$ cat src/rtl/approx_adder_error_monitor_pkg.sv
// Shared types and constants for the approximate-adder error monitor.
package approx_adder_error_monitor_pkg;

   typedef enum logic [1:0] {
      IDLE  = 2'd0,
      RUN   = 2'd1,
      DRAIN = 2'd2,
      HOLD  = 2'd3
   } monState_e;

   localparam int DEF_WIDTH = 8;
   localparam int DEF_CNT_W = 16;

   // One extra bit on top of an accumulator exposes the carry used to saturate.
   function automatic int satAddWidth(input int w);
      return w + 1;
   endfunction

endpackage

$ cat src/rtl/approx_adder_error_monitor_if.sv
// Sample stream (producer -> monitor) and result stream (monitor -> consumer).
interface approx_adder_error_monitor_if
   import approx_adder_error_monitor_pkg::*;
#(
   parameter int WIDTH = DEF_WIDTH,
   parameter int CNT_W = DEF_CNT_W
);

   localparam int SUM_W = CNT_W + WIDTH + 1;
   localparam int SQ_W  = CNT_W + 2 * (WIDTH + 1);

   logic             in_valid;
   logic             in_ready;
   logic [WIDTH-1:0] in_a;
   logic [WIDTH-1:0] in_b;
   logic [WIDTH:0]   in_approx;

   logic             res_valid;
   logic             res_ready;
   logic [CNT_W-1:0] res_err_count;
   logic [WIDTH:0]   res_max_ed;
   logic [SUM_W-1:0] res_sum_ed;
   logic [SQ_W-1:0]  res_sum_sq;

   modport master (
      output in_valid, in_a, in_b, in_approx, res_ready,
      input  in_ready, res_valid, res_err_count, res_max_ed, res_sum_ed, res_sum_sq
   );

   modport slave (
      input  in_valid, in_a, in_b, in_approx, res_ready,
      output in_ready, res_valid, res_err_count, res_max_ed, res_sum_ed, res_sum_sq
   );

endinterface

$ cat src/rtl/approx_adder_error_monitor_datapath.sv
// Two-stage error pipeline: S1 forms |exact - approx|, S2 squares it.
module approx_err_datapath
   import approx_adder_error_monitor_pkg::*;
#(
   parameter int WIDTH = DEF_WIDTH
) (
   input  logic                   clk,
   input  logic                   rst_n,
   input  logic                   valid_i,
   input  logic [WIDTH-1:0]       a_i,
   input  logic [WIDTH-1:0]       b_i,
   input  logic [WIDTH:0]         approx_i,
   output logic                   valid_o,
   output logic                   nz_o,
   output logic [WIDTH:0]         ed_o,
   output logic [2*(WIDTH+1)-1:0] sq_o
);

   localparam int SQ_PW = 2 * (WIDTH + 1);

   logic [WIDTH:0]   exactSum;
   logic [WIDTH:0]   ed_d;
   logic [SQ_PW-1:0] sq_d;

   logic             s1Valid_q;
   logic             s1Nz_q;
   logic [WIDTH:0]   s1Ed_q;
   logic             s2Valid_q;
   logic             s2Nz_q;
   logic [WIDTH:0]   s2Ed_q;
   logic [SQ_PW-1:0] s2Sq_q;

   // The exact sum is only needed to form the distance, so it is folded into S1.
   always_comb begin
      exactSum = {1'b0, a_i} + {1'b0, b_i};
      ed_d     = (exactSum >= approx_i) ? (exactSum - approx_i) : (approx_i - exactSum);
      sq_d     = SQ_PW'(s1Ed_q) * SQ_PW'(s1Ed_q);
   end

   always_ff @(posedge clk or negedge rst_n) begin
      if (!rst_n) begin
         s1Valid_q <= 1'b0;
         s1Nz_q    <= 1'b0;
         s1Ed_q    <= '0;
         s2Valid_q <= 1'b0;
         s2Nz_q    <= 1'b0;
         s2Ed_q    <= '0;
         s2Sq_q    <= '0;
      end else begin
         s1Valid_q <= valid_i;
         s1Nz_q    <= (ed_d != '0);
         s1Ed_q    <= ed_d;
         s2Valid_q <= s1Valid_q;
         s2Nz_q    <= s1Nz_q;
         s2Ed_q    <= s1Ed_q;
         s2Sq_q    <= sq_d;
      end
   end

   assign valid_o = s2Valid_q;
   assign nz_o    = s2Nz_q;
   assign ed_o    = s2Ed_q;
   assign sq_o    = s2Sq_q;

endmodule

$ cat src/rtl/approx_adder_error_monitor.sv
// Window controller and saturating error accumulators for approximate-adder characterisation.
module approx_adder_error_monitor
   import approx_adder_error_monitor_pkg::*;
#(
   parameter int WIDTH = DEF_WIDTH,
   parameter int CNT_W = DEF_CNT_W,
   parameter int SUM_W = CNT_W + WIDTH + 1,
   parameter int SQ_W  = CNT_W + 2 * (WIDTH + 1)
) (
   input  logic                       clk,
   input  logic                       rst_n,
   input  logic                       start,
   input  logic [CNT_W-1:0]           num_samples,
   output logic                       busy,
   approx_adder_error_monitor_if.slave bus
);

   localparam int CNT_AW = satAddWidth(CNT_W);
   localparam int SUM_AW = satAddWidth(SUM_W);
   localparam int SQ_AW  = satAddWidth(SQ_W);
   localparam int SQ_PW  = 2 * (WIDTH + 1);

   monState_e        state_q;
   logic [CNT_W-1:0] remaining_q;
   logic             drainCnt_q;
   logic             inReady_q;
   logic             busy_q;
   logic             resValid_q;

   logic [CNT_W-1:0] errCount_q, errCount_d;
   logic [WIDTH:0]   maxEd_q, maxEd_d;
   logic [SUM_W-1:0] sumEd_q, sumEd_d;
   logic [SQ_W-1:0]  sumSq_q, sumSq_d;

   logic [CNT_AW-1:0] cntWide;
   logic [SUM_AW-1:0] sumWide;
   logic [SQ_AW-1:0]  sqWide;

   logic             accept;
   logic             dpValid;
   logic             dpNz;
   logic [WIDTH:0]   dpEd;
   logic [SQ_PW-1:0] dpSq;

   assign accept = bus.in_valid && inReady_q;

   approx_err_datapath #(.WIDTH(WIDTH)) uDatapath (
      .clk      (clk),
      .rst_n    (rst_n),
      .valid_i  (accept),
      .a_i      (bus.in_a),
      .b_i      (bus.in_b),
      .approx_i (bus.in_approx),
      .valid_o  (dpValid),
      .nz_o     (dpNz),
      .ed_o     (dpEd),
      .sq_o     (dpSq)
   );

   // DRAIN lasts two cycles so the final sample clears both pipeline stages before HOLD.
   always_ff @(posedge clk or negedge rst_n) begin
      if (!rst_n) begin
         state_q     <= IDLE;
         remaining_q <= '0;
         drainCnt_q  <= 1'b0;
         inReady_q   <= 1'b0;
         busy_q      <= 1'b0;
         resValid_q  <= 1'b0;
      end else begin
         case (state_q)
            IDLE: begin
               if (start) begin
                  remaining_q <= num_samples;
                  if (num_samples == '0) begin
                     state_q    <= HOLD;
                     resValid_q <= 1'b1;
                  end else begin
                     state_q   <= RUN;
                     inReady_q <= 1'b1;
                     busy_q    <= 1'b1;
                  end
               end
            end
            RUN: begin
               if (accept) begin
                  remaining_q <= remaining_q - CNT_W'(1);
                  if (remaining_q == CNT_W'(1)) begin
                     state_q    <= DRAIN;
                     inReady_q  <= 1'b0;
                     drainCnt_q <= 1'b0;
                  end
               end
            end
            DRAIN: begin
               if (drainCnt_q) begin
                  state_q    <= HOLD;
                  busy_q     <= 1'b0;
                  resValid_q <= 1'b1;
               end else begin
                  drainCnt_q <= 1'b1;
               end
            end
            HOLD: begin
               if (bus.res_ready) begin
                  state_q    <= IDLE;
                  resValid_q <= 1'b0;
               end
            end
            default: state_q <= IDLE;
         endcase
      end
   end

   // Each sum carries one spare bit; a set carry pins the result at all-ones.
   always_comb begin
      cntWide    = {1'b0, errCount_q} + CNT_AW'(dpNz);
      sumWide    = {1'b0, sumEd_q} + SUM_AW'(dpEd);
      sqWide     = {1'b0, sumSq_q} + SQ_AW'(dpSq);
      errCount_d = cntWide[CNT_W] ? '1 : cntWide[CNT_W-1:0];
      sumEd_d    = sumWide[SUM_W] ? '1 : sumWide[SUM_W-1:0];
      sumSq_d    = sqWide[SQ_W]   ? '1 : sqWide[SQ_W-1:0];
      maxEd_d    = (dpEd > maxEd_q) ? dpEd : maxEd_q;
   end

   always_ff @(posedge clk or negedge rst_n) begin
      if (!rst_n) begin
         errCount_q <= '0;
         maxEd_q    <= '0;
         sumEd_q    <= '0;
         sumSq_q    <= '0;
      end else if (state_q == IDLE && start) begin
         errCount_q <= '0;
         maxEd_q    <= '0;
         sumEd_q    <= '0;
         sumSq_q    <= '0;
      end else if (dpValid) begin
         errCount_q <= errCount_d;
         maxEd_q    <= maxEd_d;
         sumEd_q    <= sumEd_d;
         sumSq_q    <= sumSq_d;
      end
   end

   assign busy              = busy_q;
   assign bus.in_ready      = inReady_q;
   assign bus.res_valid     = resValid_q;
   assign bus.res_err_count = errCount_q;
   assign bus.res_max_ed    = maxEd_q;
   assign bus.res_sum_ed    = sumEd_q;
   assign bus.res_sum_sq    = sumSq_q;

endmodule
$ cat src/flat_wrapper.sv
// flat-port wrapper written by rule: the top's interface ports become plain ports
module approx_adder_error_monitor_flat import approx_adder_error_monitor_pkg::*;
#(
   parameter int WIDTH = DEF_WIDTH,
   parameter int CNT_W = DEF_CNT_W,
   parameter int SUM_W = CNT_W + WIDTH + 1,
   parameter int SQ_W  = CNT_W + 2 * (WIDTH + 1)
)
  (clk, rst_n, start, num_samples, busy, bus_in_valid, bus_in_a, bus_in_b, bus_in_approx, bus_res_ready, bus_in_ready, bus_res_valid, bus_res_err_count, bus_res_max_ed, bus_res_sum_ed, bus_res_sum_sq);
  approx_adder_error_monitor_if #(.WIDTH(WIDTH), .CNT_W(CNT_W)) bus_i ();
  input  logic clk;
  input  logic rst_n;
  input  logic start;
  input  logic [CNT_W-1:0] num_samples;
  output logic busy;
  input wire logic [$bits(bus_i.in_valid)-1:0] bus_in_valid;
  input wire logic [$bits(bus_i.in_a)-1:0] bus_in_a;
  input wire logic [$bits(bus_i.in_b)-1:0] bus_in_b;
  input wire logic [$bits(bus_i.in_approx)-1:0] bus_in_approx;
  input wire logic [$bits(bus_i.res_ready)-1:0] bus_res_ready;
  output wire logic [$bits(bus_i.in_ready)-1:0] bus_in_ready;
  output wire logic [$bits(bus_i.res_valid)-1:0] bus_res_valid;
  output wire logic [$bits(bus_i.res_err_count)-1:0] bus_res_err_count;
  output wire logic [$bits(bus_i.res_max_ed)-1:0] bus_res_max_ed;
  output wire logic [$bits(bus_i.res_sum_ed)-1:0] bus_res_sum_ed;
  output wire logic [$bits(bus_i.res_sum_sq)-1:0] bus_res_sum_sq;
  assign bus_i.in_valid = bus_in_valid;
  assign bus_i.in_a = bus_in_a;
  assign bus_i.in_b = bus_in_b;
  assign bus_i.in_approx = bus_in_approx;
  assign bus_i.res_ready = bus_res_ready;
  assign bus_in_ready = bus_i.in_ready;
  assign bus_res_valid = bus_i.res_valid;
  assign bus_res_err_count = bus_i.res_err_count;
  assign bus_res_max_ed = bus_i.res_max_ed;
  assign bus_res_sum_ed = bus_i.res_sum_ed;
  assign bus_res_sum_sq = bus_i.res_sum_sq;
  approx_adder_error_monitor #(.WIDTH(WIDTH), .CNT_W(CNT_W), .SUM_W(SUM_W), .SQ_W(SQ_W)) u_core (.clk(clk), .rst_n(rst_n), .start(start), .num_samples(num_samples), .busy(busy), .bus(bus_i));
endmodule
$ cat config.mk
export PLATFORM = sky130hd
export DESIGN_NAME = approx_adder_error_monitor_flat
export DESIGN_NICKNAME = d
export VERILOG_FILES = /design/src/rtl/approx_adder_error_monitor_pkg.sv /design/src/rtl/approx_adder_error_monitor_if.sv /design/src/rtl/approx_adder_error_monitor_datapath.sv /design/src/rtl/approx_adder_error_monitor.sv /design/src/flat_wrapper.sv
export SDC_FILE = /design/constraint.sdc
export NUM_CORES = 1
export LEC_CHECK = 0
export ABC_AREA = 1
export BUFFER_PORTS_ARGS = -buffer_cell sky130_fd_sc_hd__buf_2
export CAP_MARGIN = 10
export CORE_MARGIN = 10
export CORE_UTILIZATION = 59
export CTS_BUF_LIST = sky130_fd_sc_hd__clkbuf_2 sky130_fd_sc_hd__clkbuf_4 sky130_fd_sc_hd__clkbuf_8
export CTS_CLUSTER_DIAMETER = 120
export DETAILED_ROUTE_END_ITERATION = 12
export PLACE_DENSITY = 0.91
export RECOVER_POWER = 100
export SYNTH_ARGS = -nofsm -noshare
export SYNTH_HDL_FRONTEND = slang
export SYNTH_SLANG_ARGS = --single-unit
$ cat constraint.sdc
create_clock -name clk -period 5.7 [get_ports clk]
set_clock_uncertainty 0.15 [all_clocks]
set_input_delay 0.57 -clock clk [delete_from_list [all_inputs] [get_ports clk]]
set_output_delay 0.57 -clock clk [all_outputs]
set_load 0.02 [all_outputs]
==> results.sh, run 1 <==
export IMPL_mostFrequentLayoutCells="nand2_1, inv_1, dfrtp_1"
export IMPL_yosys_area_share_simple_pct=31.2
export IMPL_first_iter_violations=1149
export IMPL_max_cap_violations=2
export IMPL_ctsRootBufferMaster="clkbuf_8"
export IMPL_clockBufferDepth=2
export IMPL_async_flop_share_pct=100
export IMPL_post_place_ws_ns=1.05
export IMPL_met3_length_um=2160
export IMPL_rows=53
export IMPL_status="complete, but fails checks"
export IMPL_cts_tree="built"
export IMPL_drv_slew=167
export IMPL_crit_arrival_ns=5.13
export IMPL_required_ns=5.90
export IMPL_muxShareOfSynthArea_pct=0
export IMPL_r2r_start="u_core.uDatapath.s1Ed_q[6]"
export IMPL_p_leak_nw=7.70
export IMPL_portBuffers=132
export IMPL_worstHoldEndpoint="u_core.remaining_q[9]"
export IMPL_cts_sinks=144
export IMPL_min_period_over_period_pct=86.6
export IMPL_max_slew_worst_pin_slew_ns=4.16
export IMPL_avgSynthCellArea_um2=6.95
export IMPL_syn_nets=2019
export IMPL_pin_count=133
export IMPL_cts_setup_buffers=0
export IMPL_grt_pass1_vias=11800
export IMPL_wl_per_cell_um=14.3
export IMPL_yosysUniqueCellTypes=50
export IMPL_drc=0
export IMPL_multi_input_area_um2=7720
export IMPL_clk_latency_ns=0.47
export IMPL_cts_htree_levels=4
export IMPL_ff2ff_path_depth=15
export IMPL_cts_hold_buf=0
export IMPL_core_um2=21100
export IMPL_rsz0062_at_grt="no"
export IMPL_die_x_um=167
export IMPL_hold_ws_ns=0.186
export IMPL_dieArea_um2=27800
export IMPL_synthTopCellsByArea="dfrtp_1, nand2_1, ha_1, inv_1, fa_1"
export IMPL_route_met2_wl_um=15700
export IMPL_yosysWarnings=0
export IMPL_synth_edf_count=0
export IMPL_vias_per_cell=5.40
export IMPL_hp_class="input port to flop"
export IMPL_ys_seq_area_share_pct=28.3
export IMPL_initial_utilization_pct=60.3
export IMPL_antenna_left=0
export IMPL_antenna_found_initial=0
export IMPL_fin_tns_setup_ns=0
export IMPL_path_clk_slew_ns=0.09
export IMPL_cp_end_kind="flop"
export IMPL_fillers=1856
export IMPL_routedLengthMet1_um=13400
export IMPL_min_delay_start="num_samples[9]"
export IMPL_final_net_count=2133
export IMPL_synth_compound_area_share_pct=8.67
export IMPL_n_antenna_cell=0
export IMPL_gp_congestion=0.906
export IMPL_fin_crit_ns=4.94
export IMPL_critPathKind="flop to flop"
export IMPL_cts_inserted_buffers=17
export IMPL_max_freq_mhz=203
export IMPL_synth_ff_type="dfrtp_1"
export IMPL_synth_adder_area_share_pct=16.2
export IMPL_ir_drop_mv=0.752
export IMPL_synth_xor_area_share_pct=4.68
export IMPL_finalCoreUtilization_pct=65.3
export IMPL_seqCellArea_um2=3600
export IMPL_setup_ws_ns=0.765
export IMPL_ys_ff_latch=144
export IMPL_place_hpwl_um=25000
export IMPL_postSynthCellCount=1831
export IMPL_whs_path_depth=3
export IMPL_critPathMaxFanout=14
export IMPL_dr_total_vias=12100
export IMPL_grt_pass1_wl_um=54000
export IMPL_yosysTopAreaCell="dfrtp_1"
export IMPL_r2r_end="u_core.uDatapath.sq_o[14]"
export IMPL_track_usage_pct=22.6
export IMPL_startpoint="u_core.uDatapath.s1Ed_q[6]"
export IMPL_violations="max-capacitance violations, max-slew violations"
export IMPL_drt_wl_total_um=32000
export IMPL_cts_resized_gates=0
export IMPL_grt_overflow_total=0
export IMPL_finalSetupViolations=0
export IMPL_yosysTopAreaCellShare_pct=28.3
export IMPL_syn_area_um2=12700
export IMPL_powerDensity_nw_per_um2=686
export IMPL_relSlewSlack_pct=-177
export IMPL_firstDrtPassIters=5
export IMPL_fp_dieH_um=167
export IMPL_critPathLaunchType="flop"
export IMPL_synth_top_family_by_area="simple AND/OR/NAND/NOR gates"
export IMPL_final_common_cell="nand2_1"
export IMPL_ff2ff_setup_slack_ns=0.76
export IMPL_drive_gt1_share_pct=6.64
export IMPL_report_final_hold_viol_count=0
export IMPL_syn_to_final_growth_pct=8.30
export IMPL_top_layer_used="met4"
export IMPL_grt_max_degree=92
## layer usage
layer,vias to the layer above,GRT usage [%]
met2,416,39.3
met5,-,0
met4,0,7.60
met1,5623,27.1
met3,62,4.71
li1,5965,-
## final cells by class
type | instances | share of cell area, %
clock buffers | 18 | 1.80
flip-flops and latches | 144 | 26.2
clock inverters | 14 | 0.754
multi-input cells | 1331 | 56.0
well taps | 275 | 2.50
inverters | 316 | 8.61
repair buffers | 135 | 4.17
## through the flow
stage	power, W	std cells	area, um^2
3_5_place_dp	0.00867	2201	13600
6_report	0.00945	2233	13800
2_1_floorplan	0.00715	1831	12700
3_3_place_gp	0.00829	2201	13600
4_1_cts	0.00950	2233	13900
5_1_grt	0.0106	2233	13800
## worst max path at each step
stage                                            to  slack [ns]
after floorplan           u_core.uDatapath.sq_o[14]        1.30
after global placement    u_core.uDatapath.sq_o[15]        1.19
after detailed placement  u_core.uDatapath.sq_o[15]        1.05
after CTS                 u_core.uDatapath.sq_o[14]        1.00
after global routing      u_core.uDatapath.sq_o[14]        0.49
final                     u_core.uDatapath.sq_o[14]        0.76
## cell families (layout without fill, tap and decap cells)
kind of cell,Yosys count,in the layout
buffers and inverters,356,483
AOI/OAI and AO/OA,201,201
xor gates and xnor gates,68,68
DFF,144,144
adders and majority gates,142,142
and+or+nand+nor,920,920
## synth_stat cells (3+ instances only)
master and n:
dfrtp_1 144, o22ai_1 5, buf_2 10, nor3_1 23, nand2_1 582, nor3_2 6, nand3b_1 6, nor2_2 4
inv_1 305, xnor2_1 22, xor2_1 46, nand2_2 10, fa_1 37, clkbuf_1 24, nand3_1 113, o21ai_0 74
o21bai_1 4, a31oi_1 3, nor4_1 3, nor2_1 123, a21o_1 5, ha_1 105, buf_6 5, nand4_1 27
o21ai_1 33, a21oi_1 60, a21oi_2 3, inv_2 10, nand3_2 11
## critical path, stage by stage (launching register included)
cell     delay (ns)
dfrtp_1        0.63
nand2_1        0.20
fa_1           0.63
inv_1          0.07
fa_1           0.50
inv_1          0.05
fa_1           0.46
fa_1           0.55
inv_1          0.05
ha_1           0.34
nand2_1        0.06
o21ai_0        0.35
a21oi_1        0.18
o21ai_0        0.29
a21oi_1        0.13
xor2_1         0.15
## power breakdown
part	internal [W]	switching [W]	total (W)
clock network	0.000317	0.000434	0.000752
registers	0.00143	0.000359	0.00179
logic	0.00257	0.00434	0.00691
## flip-flops by register name (all words and copies together) (netlist names), 2 cells and up
| register | cells |
|---|---|
| u_core.bus.res_sum_ed | 25 |
| u_core.bus.res_sum_sq | 34 |
| u_core.bus.res_err_count | 16 |
| u_core.bus.res_max_ed | 9 |
| u_core.remaining_q | 16 |
| u_core.uDatapath.s1Ed_q | 9 |
| u_core.uDatapath.ed_o | 8 |
| u_core.uDatapath.sq_o | 17 |
| u_core.state_q | 2 |
Note: power is estimated with default switching activity, not from simulation.
==> run 2, diff against run 1 <==
--- a/config.mk
+++ b/config.mk
@@ -5,7 +5,6 @@
 export SDC_FILE = /design/constraint.sdc
 export NUM_CORES = 1
 export LEC_CHECK = 0
-export ABC_AREA = 1
 export BUFFER_PORTS_ARGS = -buffer_cell sky130_fd_sc_hd__buf_2
 export CAP_MARGIN = 10
 export CORE_MARGIN = 10
@@ -13,7 +12,7 @@
 export CTS_BUF_LIST = sky130_fd_sc_hd__clkbuf_2 sky130_fd_sc_hd__clkbuf_4 sky130_fd_sc_hd__clkbuf_8
 export CTS_CLUSTER_DIAMETER = 120
 export DETAILED_ROUTE_END_ITERATION = 12
-export PLACE_DENSITY = 0.91
+export PLACE_DENSITY = 0.92
 export RECOVER_POWER = 100
 export SYNTH_ARGS = -nofsm -noshare
 export SYNTH_HDL_FRONTEND = slang
==> run 2 against run 1 <==
  * The run still ends with max-capacitance violations, max-slew violations left
  * Area after synthesis down 12%
  * Count of clock-buffer cells in the layout up 7
  * Non-clock buffer count up 4
  * Via count is 18% lower
  * Clock power increased by 4.8%
  * Die area decreased by 10%
  * Sequential share of layout area grew 3.2 points
  * First-iteration DRC count shrank 43%
  * Highest routed layer unchanged
==> results.sh, run 2 <==
export IMPL_cts_tree="built"
export IMPL_yosysTopAreaCell="dfrtp_1"
export IMPL_die_x_um=158
export IMPL_place_hpwl_um=21000
export IMPL_p_leak_nw=5.83
export IMPL_rows=50
export IMPL_max_freq_mhz=199
export IMPL_dr_total_vias=9874
export IMPL_async_flop_share_pct=100
export IMPL_dieArea_um2=24900
export IMPL_drc=0
export IMPL_cp_end_kind="flop"
export IMPL_n_antenna_cell=0
export IMPL_core_um2=18700
export IMPL_critPathTopFamily="adder cells"
export IMPL_clk_latency_ns=0.46
export IMPL_clockBufferDepth=2
export IMPL_fp_dieH_um=158
export IMPL_grt_max_degree=85
export IMPL_critPathMaxFanout=11
export IMPL_vias_per_cell=6.10
export IMPL_final_net_count=1562
export IMPL_fin_tns_setup_ns=0
export IMPL_first_iter_violations=653
export IMPL_syn_nets=1451
export IMPL_fin_crit_ns=5.02
export IMPL_crit_path_frequent_cell="fa_1"
export IMPL_max_cap_violations=2
export IMPL_gp_congestion=0.935
export IMPL_synthTopCellsByArea="dfrtp_1, ha_1, fa_1, inv_1, a21oi_1"
export IMPL_yosysTopAreaCellShare_pct=32.1
export IMPL_portBuffers=132
export IMPL_synth_edf_count=0
export IMPL_crit_slowest_cell="fa_1"
export IMPL_cts_resized_gates=0
export IMPL_grt_overflow_total=0
export IMPL_cts_hold_buf=0
export IMPL_violations="max-capacitance violations, max-slew violations"
export IMPL_path_cells="inv_1, nor2_1, fa_1, fa_1, fa_1, inv_1, fa_1, inv_1, ha_1, a21o_1, a21oi_1, a21boi_0, o31a_1, a21o_1, a21oi_1, xor2_1"
export IMPL_pin_count=133
export IMPL_ir_drop_mv=1.26
export IMPL_report_final_hold_viol_count=0
export IMPL_antenna_left=0
export IMPL_crit_arrival_ns=5.25
export IMPL_cts_htree_levels=4
export IMPL_mostFrequentLayoutCells="dfrtp_1, inv_1, ha_1"
export IMPL_synth_ff_type="dfrtp_1"
export IMPL_path_clk_slew_ns=0.08
export IMPL_hold_ws_ns=0.00657
export IMPL_wl_per_cell_um=17.3
export IMPL_ys_seq_area_share_pct=32.1
export IMPL_drive_gt1_share_pct=7.73
export IMPL_grt_pass1_wl_um=46300
export IMPL_required_ns=5.93
export IMPL_grt_pass1_vias=9824
export IMPL_max_slew_worst_pin_slew_ns=3.18
export IMPL_drt_wl_total_um=28000
export IMPL_yosysWarnings=0
export IMPL_drv_slew=103
export IMPL_firstDrtPassIters=5
export IMPL_yosysUniqueCellTypes=76
export IMPL_hp_class="input port to async pin"
export IMPL_relSlewSlack_pct=-112
export IMPL_ctsRootBufferMaster="clkbuf_8"
export IMPL_synth_most_common_cell="dfrtp_1"
export IMPL_finalSetupViolations=0
export IMPL_final_common_cell="dfrtp_1"
export IMPL_min_period_over_period_pct=88.1
export IMPL_largest_reg_flops=34
export IMPL_cts_inserted_buffers=17
export IMPL_cts_setup_buffers=0
export IMPL_postSynthCellCount=1263
export IMPL_ys_ff_latch=144
export IMPL_cts_sinks=144
export IMPL_critPathKind="flop to flop"
export IMPL_critPathLaunchType="flop"
export IMPL_rsz0062_at_grt="no"
export IMPL_track_usage_pct=22.4
export IMPL_antenna_found_initial=0
export IMPL_status="complete, but fails checks"
export IMPL_syn_area_um2=11200
export IMPL_path_buf_inv=3
export IMPL_powerDensity_nw_per_um2=709
export IMPL_avgSynthCellArea_um2=8.89
export IMPL_initial_utilization_pct=60.0
export IMPL_syn_to_final_growth_pct=9.43
export IMPL_synthTopCellsByCount="dfrtp_1, inv_1, ha_1, a21oi_1, nand2_1"
export IMPL_cpPeakStageDelay_ns=0.55
## run 2: cell types whose count changed in the layout (fill, tap and decap cells not counted), sizes merged, moves of 15 or more
cell | previous run | this run
nand3 | 124 | 42
nor2 | 128 | 59
inv | 320 | 133
nand2 | 594 | 87
or3 | 0 | 15
and3 | 0 | 17
xor2 | 46 | 20
and2 | 2 | 37
a31oi | 3 | 34
a21oi | 63 | 100
o21ai | 109 | 83
## run 2: cell families after synthesis
logic type | share of synthesized area [%]
XOR/XNOR | 3.67
multiplexers | 2.21
flip-flops | 32.1
adder cells (fa/ha/maj) | 18.3
buffers and inverters | 6.20
AND/OR/NAND/NOR | 17.0
AO/OA/AOI/OAI | 20.5
## run 2: power breakdown
part           switching [W]  internal [W]  total [W]
logic                0.00361       0.00289    0.00650
registers           0.000158       0.00126    0.00142
clock network       0.000377      0.000411   0.000788
total                0.00414       0.00456    0.00870
## run 2: metrics by stage
stage | instances | setup WS [ns] | instance area (um^2) | total power, W | utilization (%)
3_3_place_gp | 1588 | 0.755 | 12000 | 0.00747 | 64.3
2_1_floorplan | 1263 | 0.960 | 11200 | 0.00660 | -
6_report | 1619 | 0.678 | 12300 | 0.00870 | 65.7
5_1_grt | 1619 | 0.325 | 12300 | 0.00970 | 65.7
3_5_place_dp | 1588 | 0.642 | 12000 | 0.00786 | 64.3
4_1_cts | 1618 | 0.657 | 12400 | 0.00875 | 66.4
## run 2: layout make-up
class                           instances  area, um^2
Clock buffer                           25         325
Clock inverter                          5        55.1
Fill cell                            1511        6420
Inverter                              133         499
Multi-Input combinational cell        939        6920
Sequential cell                       144        3600
Tap cell                              234         293
Timing Repair Buffer                  139         588
## run 2: layer usage
| layer | track usage (%) | up-vias | part of all wire [%] |
|---|---|---|---|
| met5 | 0 | - | 0 |
| met4 | 8.03 | 0 | 2.2 |
| li1 | - | 4751 | - |
| met2 | 37.9 | 376 | 49 |
| met3 | 4.61 | 51 | 7.1 |
| met1 | 27.7 | 4696 | 42 |
## run 2: final timing paths
check / from / to / slack, ns / depth (start not counted)
worst min-delay path: rst_n / u_core.bus.res_err_count[11] / 0.007 / 1
min in group clk: num_samples[4] / u_core.remaining_q[4] / 0.21 / 3
worst min register to register: u_core.uDatapath.s1Valid_q / u_core.uDatapath.valid_o / 0.23 / 0
worst max-delay path: u_core.uDatapath.s1Ed_q[6] / u_core.uDatapath.sq_o[17] / 0.68 / 16
max in group asynchronous: rst_n / u_core.bus.res_sum_sq[6] / 1.90 / 2
worst max register to register: u_core.uDatapath.s1Ed_q[6] / u_core.uDatapath.sq_o[17] / 0.68 / 16
